==> config.mk <==
export PLATFORM = sky130hd
export DESIGN_NAME = ps2_key_tracker
export DESIGN_NICKNAME = d
export VERILOG_FILES = /design/src/rtl/ps2_pkg.sv /design/src/rtl/ps2_repeat_timer.sv /design/src/rtl/ps2_key_tracker.sv
export SDC_FILE = /design/constraint.sdc
export NUM_CORES = 1
export LEC_CHECK = 0
export CAP_MARGIN = 10
export CORE_AREA = 4 4 60 62
export CTS_BUF_LIST = sky130_fd_sc_hd__clkbuf_4
export DETAILED_ROUTE_END_ITERATION = 7
export DIE_AREA = 0 0 64 66
export DONT_BUFFER_PORTS = 1
export GPL_TIMING_DRIVEN = 0
export PLACE_DENSITY = 0.63
export SLEW_MARGIN = 40
export SYNTH_ARGS = -nofsm -noshare
export SYNTH_HDL_FRONTEND = slang
export SYNTH_SLANG_ARGS = --single-unit
==> constraint.sdc <==
create_clock -name CLOCK_50 -period 1.9 [get_ports CLOCK_50]
set_input_delay 0.095 -clock CLOCK_50 [delete_from_list [all_inputs] [get_ports CLOCK_50]]
set_output_delay 0.095 -clock CLOCK_50 [all_outputs]
set_load 0.01 [all_outputs]
==> src/rtl/ps2_pkg.sv <==
`default_nettype none
// +--------------------------------------------------------------------------+
// | Package     : ps2_pkg                                                    |
// | Description : PS/2 set-2 scancode constants and key-tracker parser state |
// | Revision    : 1.0                                                        |
// +--------------------------------------------------------------------------+
package ps2_pkg;

    localparam logic [7:0] SC_EXT   = 8'hE0;
    localparam logic [7:0] SC_BREAK = 8'hF0;
    localparam logic [7:0] SC_PAUSE = 8'hE1;

    localparam logic [7:0] SC_A     = 8'h1C;
    localparam logic [7:0] SC_D     = 8'h23;
    localparam logic [7:0] SC_S     = 8'h1B;
    localparam logic [7:0] SC_W     = 8'h1D;
    localparam logic [7:0] SC_ENTER = 8'h5A;
    localparam logic [7:0] SC_BKSP  = 8'h66;
    localparam logic [7:0] SC_LEFT  = 8'h6B;   // E0-prefixed
    localparam logic [7:0] SC_RIGHT = 8'h74;   // E0-prefixed

    typedef enum logic [1:0] {
        ST_IDLE    = 2'd0,
        ST_EXT     = 2'd1,
        ST_BRK     = 2'd2,
        ST_EXT_BRK = 2'd3
    } parser_state_t;

endpackage : ps2_pkg
`default_nettype wire

==> src/rtl/ps2_repeat_timer.sv <==
`default_nettype none
// +--------------------------------------------------------------------------+
// | Module      : ps2_repeat_timer                                           |
// | Description : Single auto-repeat engine following the most recently     |
// |               pressed tracked key (used with PS2_KEY_AUTOREPEAT_EN).     |
// | Revision    : 1.0                                                        |
// +--------------------------------------------------------------------------+
module ps2_repeat_timer #(
    parameter int unsigned NUM_KEYS      = 8,
    parameter int unsigned REPEAT_DELAY  = 12500000,
    parameter int unsigned REPEAT_PERIOD = 2500000
) (
    input  logic                clk,
    input  logic                rst_n,
    input  logic                i_clear,
    input  logic [NUM_KEYS-1:0] i_load_vec,
    input  logic [NUM_KEYS-1:0] i_break_vec,
    output logic [NUM_KEYS-1:0] o_fire_vec
);

    localparam int unsigned c_MAX   = (REPEAT_DELAY > REPEAT_PERIOD) ? REPEAT_DELAY : REPEAT_PERIOD;
    localparam int unsigned c_CNT_W = $clog2(c_MAX + 1);
    localparam int unsigned c_IDX_W = (NUM_KEYS > 1) ? $clog2(NUM_KEYS) : 1;

    logic                r_armed;
    logic [c_CNT_W-1:0]  r_count;
    logic [c_IDX_W-1:0]  r_idx;
    logic                w_load;
    logic [c_IDX_W-1:0]  w_load_idx;
    logic                w_target_break;
    logic                w_fire;

    // Lowest matching index wins when duplicate codes press together
    always_comb begin
        w_load_idx = '0;
        for (int i = NUM_KEYS - 1; i >= 0; i--) begin
            if (i_load_vec[i]) begin
                w_load_idx = c_IDX_W'(i);
            end
        end
    end

    assign w_load         = |i_load_vec;
    assign w_target_break = r_armed && i_break_vec[r_idx];
    // Expiry edge doubles as reload edge, so the pulse lands exactly
    // REPEAT_DELAY / REPEAT_PERIOD cycles apart.
    assign w_fire         = r_armed && (r_count == c_CNT_W'(1)) && !w_target_break && !i_clear;

    always_comb begin
        o_fire_vec = '0;
        for (int i = 0; i < NUM_KEYS; i++) begin
            o_fire_vec[i] = w_fire && (r_idx == c_IDX_W'(i));
        end
    end

    always_ff @(posedge clk or negedge rst_n) begin
        if (!rst_n) begin
            r_armed <= 1'b0;
            r_count <= '0;
            r_idx   <= '0;
        end else if (i_clear) begin
            r_armed <= 1'b0;
        end else if (w_load) begin
            r_armed <= 1'b1;
            r_idx   <= w_load_idx;
            r_count <= c_CNT_W'(REPEAT_DELAY);
        end else if (w_target_break) begin
            r_armed <= 1'b0;
        end else if (r_armed) begin
            if (r_count == c_CNT_W'(1)) begin
                r_count <= c_CNT_W'(REPEAT_PERIOD);
            end else begin
                r_count <= r_count - c_CNT_W'(1);
            end
        end
    end

endmodule : ps2_repeat_timer
`default_nettype wire

==> src/rtl/ps2_key_tracker.sv <==
`default_nettype none
// +--------------------------------------------------------------------------+
// | Module      : ps2_key_tracker                                            |
// | Description : Decodes PS/2 make/break/extended sequences into a per-key  |
// |               held bitmap with press/release pulses. Optional            |
// |               auto-repeat via macro PS2_KEY_AUTOREPEAT_EN.               |
// | Revision    : 1.0                                                        |
// +--------------------------------------------------------------------------+
module ps2_key_tracker
    import ps2_pkg::*;
#(
    parameter int unsigned          NUM_KEYS      = 8,
    parameter logic [NUM_KEYS*9-1:0] KEY_CODES    = {1'b0, SC_BKSP, 1'b0, SC_ENTER,
                                                     1'b1, SC_RIGHT, 1'b1, SC_LEFT,
                                                     1'b0, SC_W, 1'b0, SC_S,
                                                     1'b0, SC_D, 1'b0, SC_A},
    parameter int unsigned          REPEAT_DELAY  = 12500000,
    parameter int unsigned          REPEAT_PERIOD = 2500000
) (
    input  logic                CLOCK_50,
    input  logic                Resetn,
    input  logic [7:0]          received_data,
    input  logic                received_data_en,
    input  logic                clear_keys,
    output logic [NUM_KEYS-1:0] key_held,
    output logic [NUM_KEYS-1:0] key_press,
    output logic [NUM_KEYS-1:0] key_release,
    output logic [8:0]          last_code
);

    parser_state_t       r_state;
    parser_state_t       w_state_nxt;
    logic                w_make;
    logic                w_break;
    logic                w_ext;
    logic [NUM_KEYS-1:0] w_match;
    logic [NUM_KEYS-1:0] w_new_press;
    logic [NUM_KEYS-1:0] w_release;
    logic [NUM_KEYS-1:0] w_repeat_vec;
    logic [NUM_KEYS-1:0] r_held;
    logic [NUM_KEYS-1:0] r_press;
    logic [NUM_KEYS-1:0] r_release;
    logic [8:0]          r_last_code;

    always_comb begin
        w_state_nxt = r_state;
        w_make      = 1'b0;
        w_break     = 1'b0;
        w_ext       = 1'b0;
        if (received_data_en) begin
            case (r_state)
                ST_IDLE: begin
                    if (received_data == SC_EXT) begin
                        w_state_nxt = ST_EXT;
                    end else if (received_data == SC_BREAK) begin
                        w_state_nxt = ST_BRK;
                    end else if (received_data != SC_PAUSE) begin
                        w_make = 1'b1;
                    end
                end
                ST_EXT: begin
                    w_ext = 1'b1;
                    if (received_data == SC_BREAK) begin
                        w_state_nxt = ST_EXT_BRK;
                    end else if (received_data != SC_EXT) begin
                        w_make      = 1'b1;
                        w_state_nxt = ST_IDLE;
                    end
                end
                ST_BRK, ST_EXT_BRK: begin
                    w_ext       = (r_state == ST_EXT_BRK);
                    w_state_nxt = ST_IDLE;
                    w_break     = (received_data != SC_EXT) && (received_data != SC_BREAK);
                end
                default: w_state_nxt = ST_IDLE;
            endcase
        end
        // A coincident byte is discarded along with any partial sequence
        if (clear_keys) begin
            w_state_nxt = ST_IDLE;
            w_make      = 1'b0;
            w_break     = 1'b0;
        end
    end

    for (genvar gi = 0; gi < NUM_KEYS; gi++) begin : g_match
        assign w_match[gi] = (KEY_CODES[gi*9 +: 9] == {w_ext, received_data});
    end

    assign w_new_press = {NUM_KEYS{w_make}}  & w_match & ~r_held;
    assign w_release   = {NUM_KEYS{w_break}} & w_match &  r_held;

`ifdef PS2_KEY_AUTOREPEAT_EN
    ps2_repeat_timer #(
        .NUM_KEYS      (NUM_KEYS),
        .REPEAT_DELAY  (REPEAT_DELAY),
        .REPEAT_PERIOD (REPEAT_PERIOD)
    ) u_repeat_timer (
        .clk         (CLOCK_50),
        .rst_n       (Resetn),
        .i_clear     (clear_keys),
        .i_load_vec  (w_new_press),
        .i_break_vec (w_release),
        .o_fire_vec  (w_repeat_vec)
    );
`else
    assign w_repeat_vec = '0;
`endif

    always_ff @(posedge CLOCK_50 or negedge Resetn) begin
        if (!Resetn) begin
            r_state     <= ST_IDLE;
            r_held      <= '0;
            r_press     <= '0;
            r_release   <= '0;
            r_last_code <= '0;
        end else begin
            r_state   <= w_state_nxt;
            r_release <= w_release;
            if (clear_keys) begin
                r_held  <= '0;
                r_press <= '0;
            end else begin
                r_held  <= (r_held | w_new_press) & ~w_release;
                r_press <= w_new_press | w_repeat_vec;
            end
            if (w_make) begin
                r_last_code <= {w_ext, received_data};
            end
        end
    end

    assign key_held    = r_held;
    assign key_press   = r_press;
    assign key_release = r_release;
    assign last_code   = r_last_code;

endmodule : ps2_key_tracker
`default_nettype wire

* Word level (Yosys, flattened, before mapping)
Cells that the tools add are included.
** Word-level totals
- Flip-flop bits (word level) :: 35
- Output and inout bits :: 33
** Cells by class
- Equality and inequality tests :: 18
- Mux-type cells :: 22
- Bitwise gates (word level) :: 8
- Reduce and logical (&&, ||, !) cells :: 5
** Operators by type and width (number)
- $and A8 B8 Y8 :: 5
- $eq A5 B9 Y1 const A :: 3
- $ne A8 B8 Y1 const B :: 3
- $eq A7 B9 Y1 const A :: 2
- $eq A9 B9 Y1 const A :: 2
- $eq A8 B8 Y1 const B :: 2
- $mux W8 :: 2
- $not A8 Y8 :: 2
- $mux W2 :: 6
- $mux W1 :: 11
- $eq A6 B9 Y1 const A :: 1
- $ne A4 B4 Y1 const B :: 2
- $or A8 B8 Y8 :: 1
- $pmux W2 S3 :: 1
- $eq A2 B2 Y1 const B :: 2
- $pmux W1 S2 :: 2
- $reduce_and A3 Y1 :: 1
- $eq A2 B1 Y1 const B :: 1
- $logic_not A2 Y1 :: 1
- $reduce_bool A2 Y1 :: 1
- $reduce_or A2 Y1 :: 1
- $logic_and A1 B1 Y1 :: 1

* Longest topological paths before layout
Gate-level depths: netlist (run 1).
- Depth after elaboration :: 12
- Depth in mapped cells :: 6
- Mapped depth without buffers :: 4

* Least setup slack after synthesis (run 1)
Ideal clock, no wire load.
- Path kind :: input -> register
- Start :: in received_data[1]
- End :: reg r_last_code[2], in the netlist last_code[2]
- Arrival time :: 1.479 ns
- Data required time :: 1.775 ns
- Path slack :: 0.296 ns
- Stages on the path :: 4
- Path buffers :: 1
- Cells stage by stage :: or3b_2 -> o31ai_4 -> buf_2 -> mux2_2
** On the way
- Word-level cells in the longest chain between the ends :: 7
- Elaborated cells on any way between the ends :: 12
- Classes of those cells :: 4 x eq/ne; 8 x mux
** Ends and longest elaborated chain
- from (decl) :: line ps2_key_tracker.sv:22 : input logic [7:0] received_data,
- $ne A8 B8 Y1 :: line ps2_key_tracker.sv:57 : end else if (received_data != SC_PAUSE) begin
- $mux W1 :: line ps2_key_tracker.sv:57
- $mux W1 :: line ps2_key_tracker.sv:55 : end else if (received_data == SC_BREAK) begin
- $mux W1 :: line ps2_key_tracker.sv:53 : if (received_data == SC_EXT) begin
- $pmux W1 S2 (*) :: line ps2_key_tracker.sv:51 : case (r_state)
- $mux W1 (*) :: line ps2_key_tracker.sv:50 : if (received_data_en) begin
- $mux W1 (*) :: line ps2_key_tracker.sv:79 : if (clear_keys) begin
- to (signal assigned) :: line ps2_key_tracker.sv:128 : r_last_code <= {w_ext, received_data};
- to (decl) :: line ps2_key_tracker.sv:43 : logic [8:0] r_last_code;
Mark *: on every way between the ends. The rest lies on a longest branch, timed or not.
A chain may end at the register's enable or synchronous reset.

* Final worst setup path (run 1)
- Start :: reg r_state[0]
- End :: reg r_held[4], in the netlist key_held[4]
** On the way
- Word-level cells in the longest chain between the ends :: 10
- Elaborated cells on any way between the ends :: 22
- Classes of those cells :: 4 x eq/ne; 9 x mux; 7 x bitwise; 2 x reduce/logical
** Ends and longest elaborated chain
- from (decl) :: line ps2_key_tracker.sv:31 : parser_state_t r_state;
- from (signal assigned) :: line ps2_key_tracker.sv:118 : r_state <= w_state_nxt;
- $eq A2 B2 Y1, on equally long branches :: line ps2_key_tracker.sv:51, ps2_key_tracker.sv:71
- $reduce_or A2 Y1 :: line ps2_key_tracker.sv:51
- $pmux W1 S2 / $mux W1 (equally long branches) :: line ps2_key_tracker.sv:51
- $mux W1 :: line ps2_key_tracker.sv:50
- $eq A9 B9 Y1 / $mux W1 (equally long branches) :: line ps2_key_tracker.sv:87, ps2_key_tracker.sv:79
- $and A8 B8 Y8, on equally long branches (2 in a row) :: line ps2_key_tracker.sv:90, ps2_key_tracker.sv:91
- $or A8 B8 Y8 / $not A8 Y8 (equally long branches) :: line ps2_key_tracker.sv:124 : r_held <= (r_held | w_new_press) & ~w_release;
- $and A8 B8 Y8 (*) :: line ps2_key_tracker.sv:124
- $mux W8 (*) :: line ps2_key_tracker.sv:120 : if (clear_keys) begin
- to (signal assigned) :: line ps2_key_tracker.sv:124
- to (decl) :: line ps2_key_tracker.sv:40 : logic [NUM_KEYS-1:0] r_held;
Marked as above.

==> metrics, run 1 <==
fraction of the yosys area taken by sequential cells=58.6%; Post-Place Worst Slack=0.0721 ns; skew final=0.00328 ns; number of flip-flops and latches in the synthesized netlist=35; cell with the most instances after synthesis=sky130_fd_sc_hd__dfrtp_1; cell taking the most area after synthesis=sky130_fd_sc_hd__dfrtp_1; post-synth cell types=30; Std-Cell Core Area=3030 um2; post-layout total power=0.00126 W; maximum number of pins on one net before global-route repair=36; grt met3 use=6.80%; Most Used Layer, Global Route=met2; kind of capture point of the worst setup path=register; Clock Path Buffers=2; iteration-0 DRC count of the detailed router=60; Post-Route Setup TNS=0 ns; Setup Viol. Count Final=0; footprint of the flip-flops and latches=876 um2; leakage power summed over all cells=0.780 nW; clock root cell=sky130_fd_sc_hd__clkbuf_4; via/cell ratio=5.37; netlist area before placement=1490 um2; Synth top area share=58.6%; synthesized-area fraction occupied by adder cells=0%; proportion of register bits with asynchronous set or reset after synthesis=100%; met2 track demand over resource in global routing=24.3%; Worst Hold Depth=2; Highest Clock Rate=0.567 GHz; area enclosed by the die boundary=4220 um2; Worst IR Drop VDD=0.484 mV; post-synthesis instance total=138; final-report max-slew violation count=0; sinks on the clock net=35; initial standard-cell utilization of the core=49.3%; slowest cell delay on critical path=0.59 ns; final routed wire length divided by cell count=15.6 um; total power divided by cell area=729 nW/um2; Routed Antenna Nets=0; launching element type of the critical path=register; post-detailed-placement half-perimeter wirelength=2.13 mm; CP max-delay cell=sky130_fd_sc_hd__or4_1; first-pass iteration count of the detailed router=4; critical path cell sequence=nand4b_1 > or4_1 > or3_1 > a21oi_1; Min Hold Slack=0.0229 ns; worst hold-check path type=input port to register; worst slew margin relative to its limit=64.6%; first-pass GRT wire length=5.19 mm; number of hold-slack violations in the final timing report=0; XOR/XNOR Fraction of Synth Area=0%; Area Overhead vs Synth=16.1%; utilization after layout=57.3%; number of rows in the core area=20; GR Layer Usage met1=21.3%; net count of the finished layout=170; Simple-Gate Fraction of Synth Area=22.1%; Most used DFF post-synth=sky130_fd_sc_hd__dfrtp_1; number of global-route vias before repair=1022; data arrival time at the worst-slack endpoint=2.01 ns; CP bufs+invs=0; global router's overall resource usage=16.1%; Routability Congestion=0.707; Worst path top cell family by delay=simple AND/OR/NAND/NOR gates; type of the setup path with the least slack=register to register; RR Endpoint=key_held[4]; TritonCTS clock tree=yes; drc violations=0; result of the run=completed; total number of yosys warnings=0; Hold Startpoint=received_data[2]; io pins=45; Post-Route WL=3.14 mm; number of synthesized flops with an enable pin=0; die span in y=66 um; final worst setup slack=0.136 ns; fraction of layout cells with a size suffix above 1=15.3%; worst reg2reg setup slack=0.14 ns; post-synthesis compound-gate area fraction=9.46%; combinational family with the most area after synthesis=simple AND/OR/NAND/NOR gates; diodes inserted=0; count of maximum capacitance violations=0; Reg clk slew, reported paths=0.09 ns; Crit path required time=2.15 ns; r2r worst-path depth=4; number of antenna violations at the first check in global routing=0; count of vias placed by the detailed router=1079; Avg Inst Size Synth=10.8 um2; clock latency of the later-clocked register in the worst-skew pair=0.32 ns; multiplexer share of the synthesized area=4.52%; total area of multi-input combinational cells=544 um2; filler instances=267; Crit Path Max Fanout=5; Period minus WS final=1.76 ns; RSZ-0062 raised after global routing=no; Synth top cells by count=sky130_fd_sc_hd__dfrtp_1 (35), sky130_fd_sc_hd__inv_1 (16), sky130_fd_sc_hd__nand2_1 (11), sky130_fd_sc_hd__o21ai_0 (11), sky130_fd_sc_hd__a21oi_1 (10); # port buffers=0; die width=64 um; number of nets in the synthesized netlist=150; Min-Delay Endpoint=key_release[1]; largest cells by area after synthesis=sky130_fd_sc_hd__dfrtp_1 (59%), sky130_fd_sc_hd__mux2_2 (4.5%), sky130_fd_sc_hd__inv_1 (4.0%); H-tree level count=2; number of buffers inserted during clock tree synthesis=5; final worst path period share=92.8%; Worst Max-Slew Pin Slew=0.526 ns; total congestion overflow after global routing=0; startpoint of the lowest-slack register-to-register path=r_state[0]
==> layout by cell type, fill, tap and decap left out, types with 2 or more instances in the layout <==
cell | synthesis | layout
sky130_fd_sc_hd__a21oi_1 | 10 | 10
sky130_fd_sc_hd__or3_1 | 8 | 8
sky130_fd_sc_hd__nand3_1 | 2 | 2
sky130_fd_sc_hd__nor3b_1 | 3 | 3
sky130_fd_sc_hd__dfrtp_1 | 35 | 35
sky130_fd_sc_hd__nand2_1 | 11 | 11
sky130_fd_sc_hd__nand4_1 | 4 | 4
sky130_fd_sc_hd__mux2_2 | 6 | 6
sky130_fd_sc_hd__dlygate4sd3_1 | 0 | 10
sky130_fd_sc_hd__o21ai_0 | 11 | 11
sky130_fd_sc_hd__nor2b_1 | 2 | 2
sky130_fd_sc_hd__buf_4 | 0 | 2
sky130_fd_sc_hd__inv_1 | 16 | 16
sky130_fd_sc_hd__nor3_1 | 9 | 9
sky130_fd_sc_hd__clkbuf_4 | 0 | 6
sky130_fd_sc_hd__nor4bb_1 | 2 | 2
sky130_fd_sc_hd__buf_2 | 3 | 3
==> layout make-up <==
type	count	area share [%]
Sequential cell	35	50.5
Multi-Input combinational cell	83	31.4
Timing Repair Buffer	13	7.79
Inverter	16	3.46
Tap cell	44	3.17
Clock buffer	6	2.60
Buffer	4	1.08
==> layer usage <==
| layer | part of all wire (%) | vias to the layer above |
|---|---|---|
| met3 | 9.5 | 7 |
| met4 | 1.5 | 0 |
| met1 | 42 | 505 |
| li1 | - | 512 |
| met5 | 0 | - |
| met2 | 47 | 55 |
==> state kept, by name, indices dropped and copies added, names as in the netlist <==
signal / count
r_state: 2
key_release: 8
key_press: 8
key_held: 8
last_code: 9
==> worst max-delay path by stage <==
| stage | slack (ns) | cells after the start | to | startpoint |
|---|---|---|---|---|
| 3_5_place_dp | 0.07 | 4 | last_code[5] | received_data[1] |
| 4_1_cts | 0.08 | 4 | last_code[5] | r_state[0] |
| 6_report | 0.14 | 4 | key_held[4] | r_state[0] |
| 3_3_place_gp | 0.09 | 4 | last_code[2] | received_data[1] |
| 5_1_grt | 0.007 | 4 | key_held[4] | r_state[0] |
| 2_1_floorplan | 0.30 | 4 | last_code[2] | received_data[1] |
==> logic make-up after synthesis <==
kind of cell	Yosys count
flops	35
buf+inv	20
mux	6
simple gates	53
compound gates	24
==> through the flow <==
| stage | area (um2) | std cells |
|---|---|---|
| CTS | 1710 | 199 |
| detailed placement | 1550 | 182 |
| floorplan | 1490 | 138 |
| global route | 1730 | 201 |
| global placement | 1550 | 182 |
| finish | 1730 | 201 |
==> power breakdown <==
part	switching (W)	internal, W	total (W)
clock	0.000207	0.000146	0.000352
combinational	0.0000542	0.0000557	0.000110
sequential	0.0000315	0.000771	0.000802
==> repair_timing <==
action,in CTS,in global routing
hold buffers,11,0
buffers inserted,0,2
setup endpoints to repair,0,8
endpoints found under the hold margin,51,0
resized for setup,0,1
Note: power is estimated with default switching activity, not from simulation.
==> inputs of run 2 (changes only) <==
--- a/config.mk
+++ b/config.mk
@@ -7,7 +7,6 @@
 export LEC_CHECK = 0
 export CAP_MARGIN = 10
 export CORE_AREA = 4 4 60 62
-export CTS_BUF_LIST = sky130_fd_sc_hd__clkbuf_4
 export DETAILED_ROUTE_END_ITERATION = 7
 export DIE_AREA = 0 0 64 66
 export DONT_BUFFER_PORTS = 1
==> run 2 against run 1 <==
Effect of this change: hold slack about the same; final area decreased by 0.22%; final cell count unchanged; routed wire length unchanged; critical path depth unchanged; utilization decreased by 0.12 points; non-clock buffer count unchanged; count of clock-buffer cells in the layout unchanged; clock skew unchanged; first-iteration DRC count decreased by 10%; critical endpoint unchanged; largest cell class unchanged; highest routed layer unchanged.
==> metrics, run 2 (synthesized netlist as in run 1, its figures left out) <==
result of the run=completed; CP max-delay cell=sky130_fd_sc_hd__or4_1; Setup Viol. Count Final=0 (unchanged); Post-Route WL=3.14 mm (unchanged); # port buffers=0 (unchanged); number of hold-slack violations in the final timing report=0 (unchanged); slowest cell delay on critical path=0.59 ns (about the same); number of antenna violations at the first check in global routing=0 (unchanged); count of maximum capacitance violations=0 (unchanged); final worst setup slack=0.136 ns (unchanged); Post-Place Worst Slack=0.0721 ns (unchanged); leakage power summed over all cells=0.777 nW (-0.44%); die width=64 um (unchanged); clock latency of the later-clocked register in the worst-skew pair=0.32 ns (about the same); Worst path top cell family by delay=simple AND/OR/NAND/NOR gates; count of vias placed by the detailed router=1078 (-0.093%); first-pass iteration count of the detailed router=4 (unchanged); number of rows in the core area=20 (unchanged); instance count after placement with tap cells included=182 (unchanged); worst slew margin relative to its limit=64.6% (unchanged); kind of capture point of the worst setup path=register; critical path cell sequence=nand4b_1 > or4_1 > or3_1 > a21oi_1; Routability Congestion=0.707 (unchanged); total power divided by cell area=723 nW/um2 (-0.90%); H-tree level count=2 (unchanged); maximum number of pins on one net before global-route repair=36 (unchanged); TritonCTS clock tree=yes; initial standard-cell utilization of the core=49.3% (unchanged); post-detailed-placement half-perimeter wirelength=2.13 mm (unchanged); type of the setup path with the least slack=register to register; diodes inserted=0 (unchanged); number of global-route vias before repair=1022 (unchanged); flip-flop count of the largest register, all copies and words added=9 (unchanged); Clock Path Buffers=2 (unchanged); RSZ-0062 raised after global routing=no; final worst path period share=92.8% (unchanged); launching element type of the critical path=register; iteration-0 DRC count of the detailed router=54 (-10%); drc violations=0 (unchanged); CP bufs+invs=0 (unchanged); Highest Clock Rate=0.567 GHz (unchanged); Crit Path Max Fanout=5 (unchanged); net count of the finished layout=170 (unchanged); most common cell after layout, fill and taps aside=sky130_fd_sc_hd__dfrtp_1; number of buffers inserted during clock tree synthesis=5 (unchanged); worst hold-check path type=input port to register; sinks on the clock net=35 (unchanged); io pins=45 (unchanged); Routed Antenna Nets=0 (unchanged); final routed wire length divided by cell count=15.6 um (unchanged); fraction of layout cells with a size suffix above 1=14.6% (-0.64 points); clock root cell=sky130_fd_sc_hd__clkbuf_4; Crit path required time=2.15 ns (about the same); top library cells by usage in the layout, fill and taps aside=sky130_fd_sc_hd__dfrtp_1 (35), sky130_fd_sc_hd__inv_1 (16), sky130_fd_sc_hd__o21ai_0 (11), sky130_fd_sc_hd__nand2_1 (11); Period minus WS final=1.76 ns (unchanged); final-report max-slew violation count=0 (unchanged); area enclosed by the die boundary=4220 um2 (unchanged); post-layout total power=0.00125 W (-1.1%); Post-Route Setup TNS=0 ns (unchanged); Area Overhead vs Synth=15.8%; Worst IR Drop VDD=0.484 mV (about the same); Reg clk slew, reported paths=0.09 ns (about the same); die span in y=66 um (unchanged); non-filler cells in the finished layout=201 (unchanged); first-pass GRT wire length=5.19 mm (unchanged); global router's overall resource usage=16.1% (unchanged); data arrival time at the worst-slack endpoint=2.01 ns (about the same); skew final=0.00328 ns (unchanged); Worst Max-Slew Pin Slew=0.526 ns (unchanged); total congestion overflow after global routing=0 (unchanged); via/cell ratio=5.36 (about the same); Std-Cell Core Area=3030 um2 (unchanged)
[run 2: changes by cell type in the layout (fill, tap and decap cells not counted)]
cell                       delta
sky130_fd_sc_hd__clkbuf_1     +1
sky130_fd_sc_hd__clkbuf_4     -1
[run 2: cell type report]
class / instances / area (um2)
multi-input combinational: 83 / 544
inverter: 16 / 60.1
tap: 44 / 55.1
buffer: 4 / 18.8
fill: 265 / 1300
clock buffer: 6 / 41.3
sequential: 35 / 876
timing repair buffer: 13 / 135
[run 2: worst paths after layout]
check | cells past startpoint | start | end | slack, ns
max | 4 | r_state[0] | key_held[4] | 0.14
min | 2 | received_data[2] | key_release[1] | 0.02
max reg2reg | 4 | r_state[0] | key_held[4] | 0.14
min reg2reg | 2 | last_code[4] | last_code[4] | 0.56
max in group asynchronous | 2 | Resetn | key_held[5] | 1.50
min in group asynchronous | 2 | Resetn | key_release[1] | 0.22
[run 2: per-stage QoR]
| stage | instance area [um2] | hold WS (ns) | util, % |
|---|---|---|---|
| after detailed placement | 1550 | -0.200 | 51.2 |
| after global routing | 1730 | 0.0209 | 57.1 |
| after floorplan | 1490 | -0.201 | - |
| after CTS | 1710 | 0.00165 | 56.5 |
| final | 1730 | 0.0225 | 57.1 |
| after global placement | 1550 | -0.200 | 51.2 |
[run 2: repair_timing]
item,4_1_cts,5_1_grt
resized for setup,0,1
setup buffers,0,2
setup endpoints to repair,0,8
hold buffers,11,0
endpoints found under the hold margin,51,0
[run 2: where the power goes]
| part | switching (W) | leakage, nW | internal, W | total, W |
|---|---|---|---|---|
| clock | 0.000207 | 0.0242 | 0.000131 | 0.000338 |
| sequential | 0.0000315 | 0.472 | 0.000771 | 0.000802 |
| combinational | 0.0000542 | 0.281 | 0.0000557 | 0.000110 |
| total | 0.000293 | 0.777 | 0.000958 | 0.00125 |
[run 2: layer usage]
metal  up-vias  share of wire (%)  wire length [um]  GRT usage [%]
li1        512                  -                 -              -
met1       504                 42              1320           21.3
met2        55                 47              1470           24.3
met3         7                9.5               297           6.80
met4         0                1.5                48           4.31
met5         -                  0                 0              0
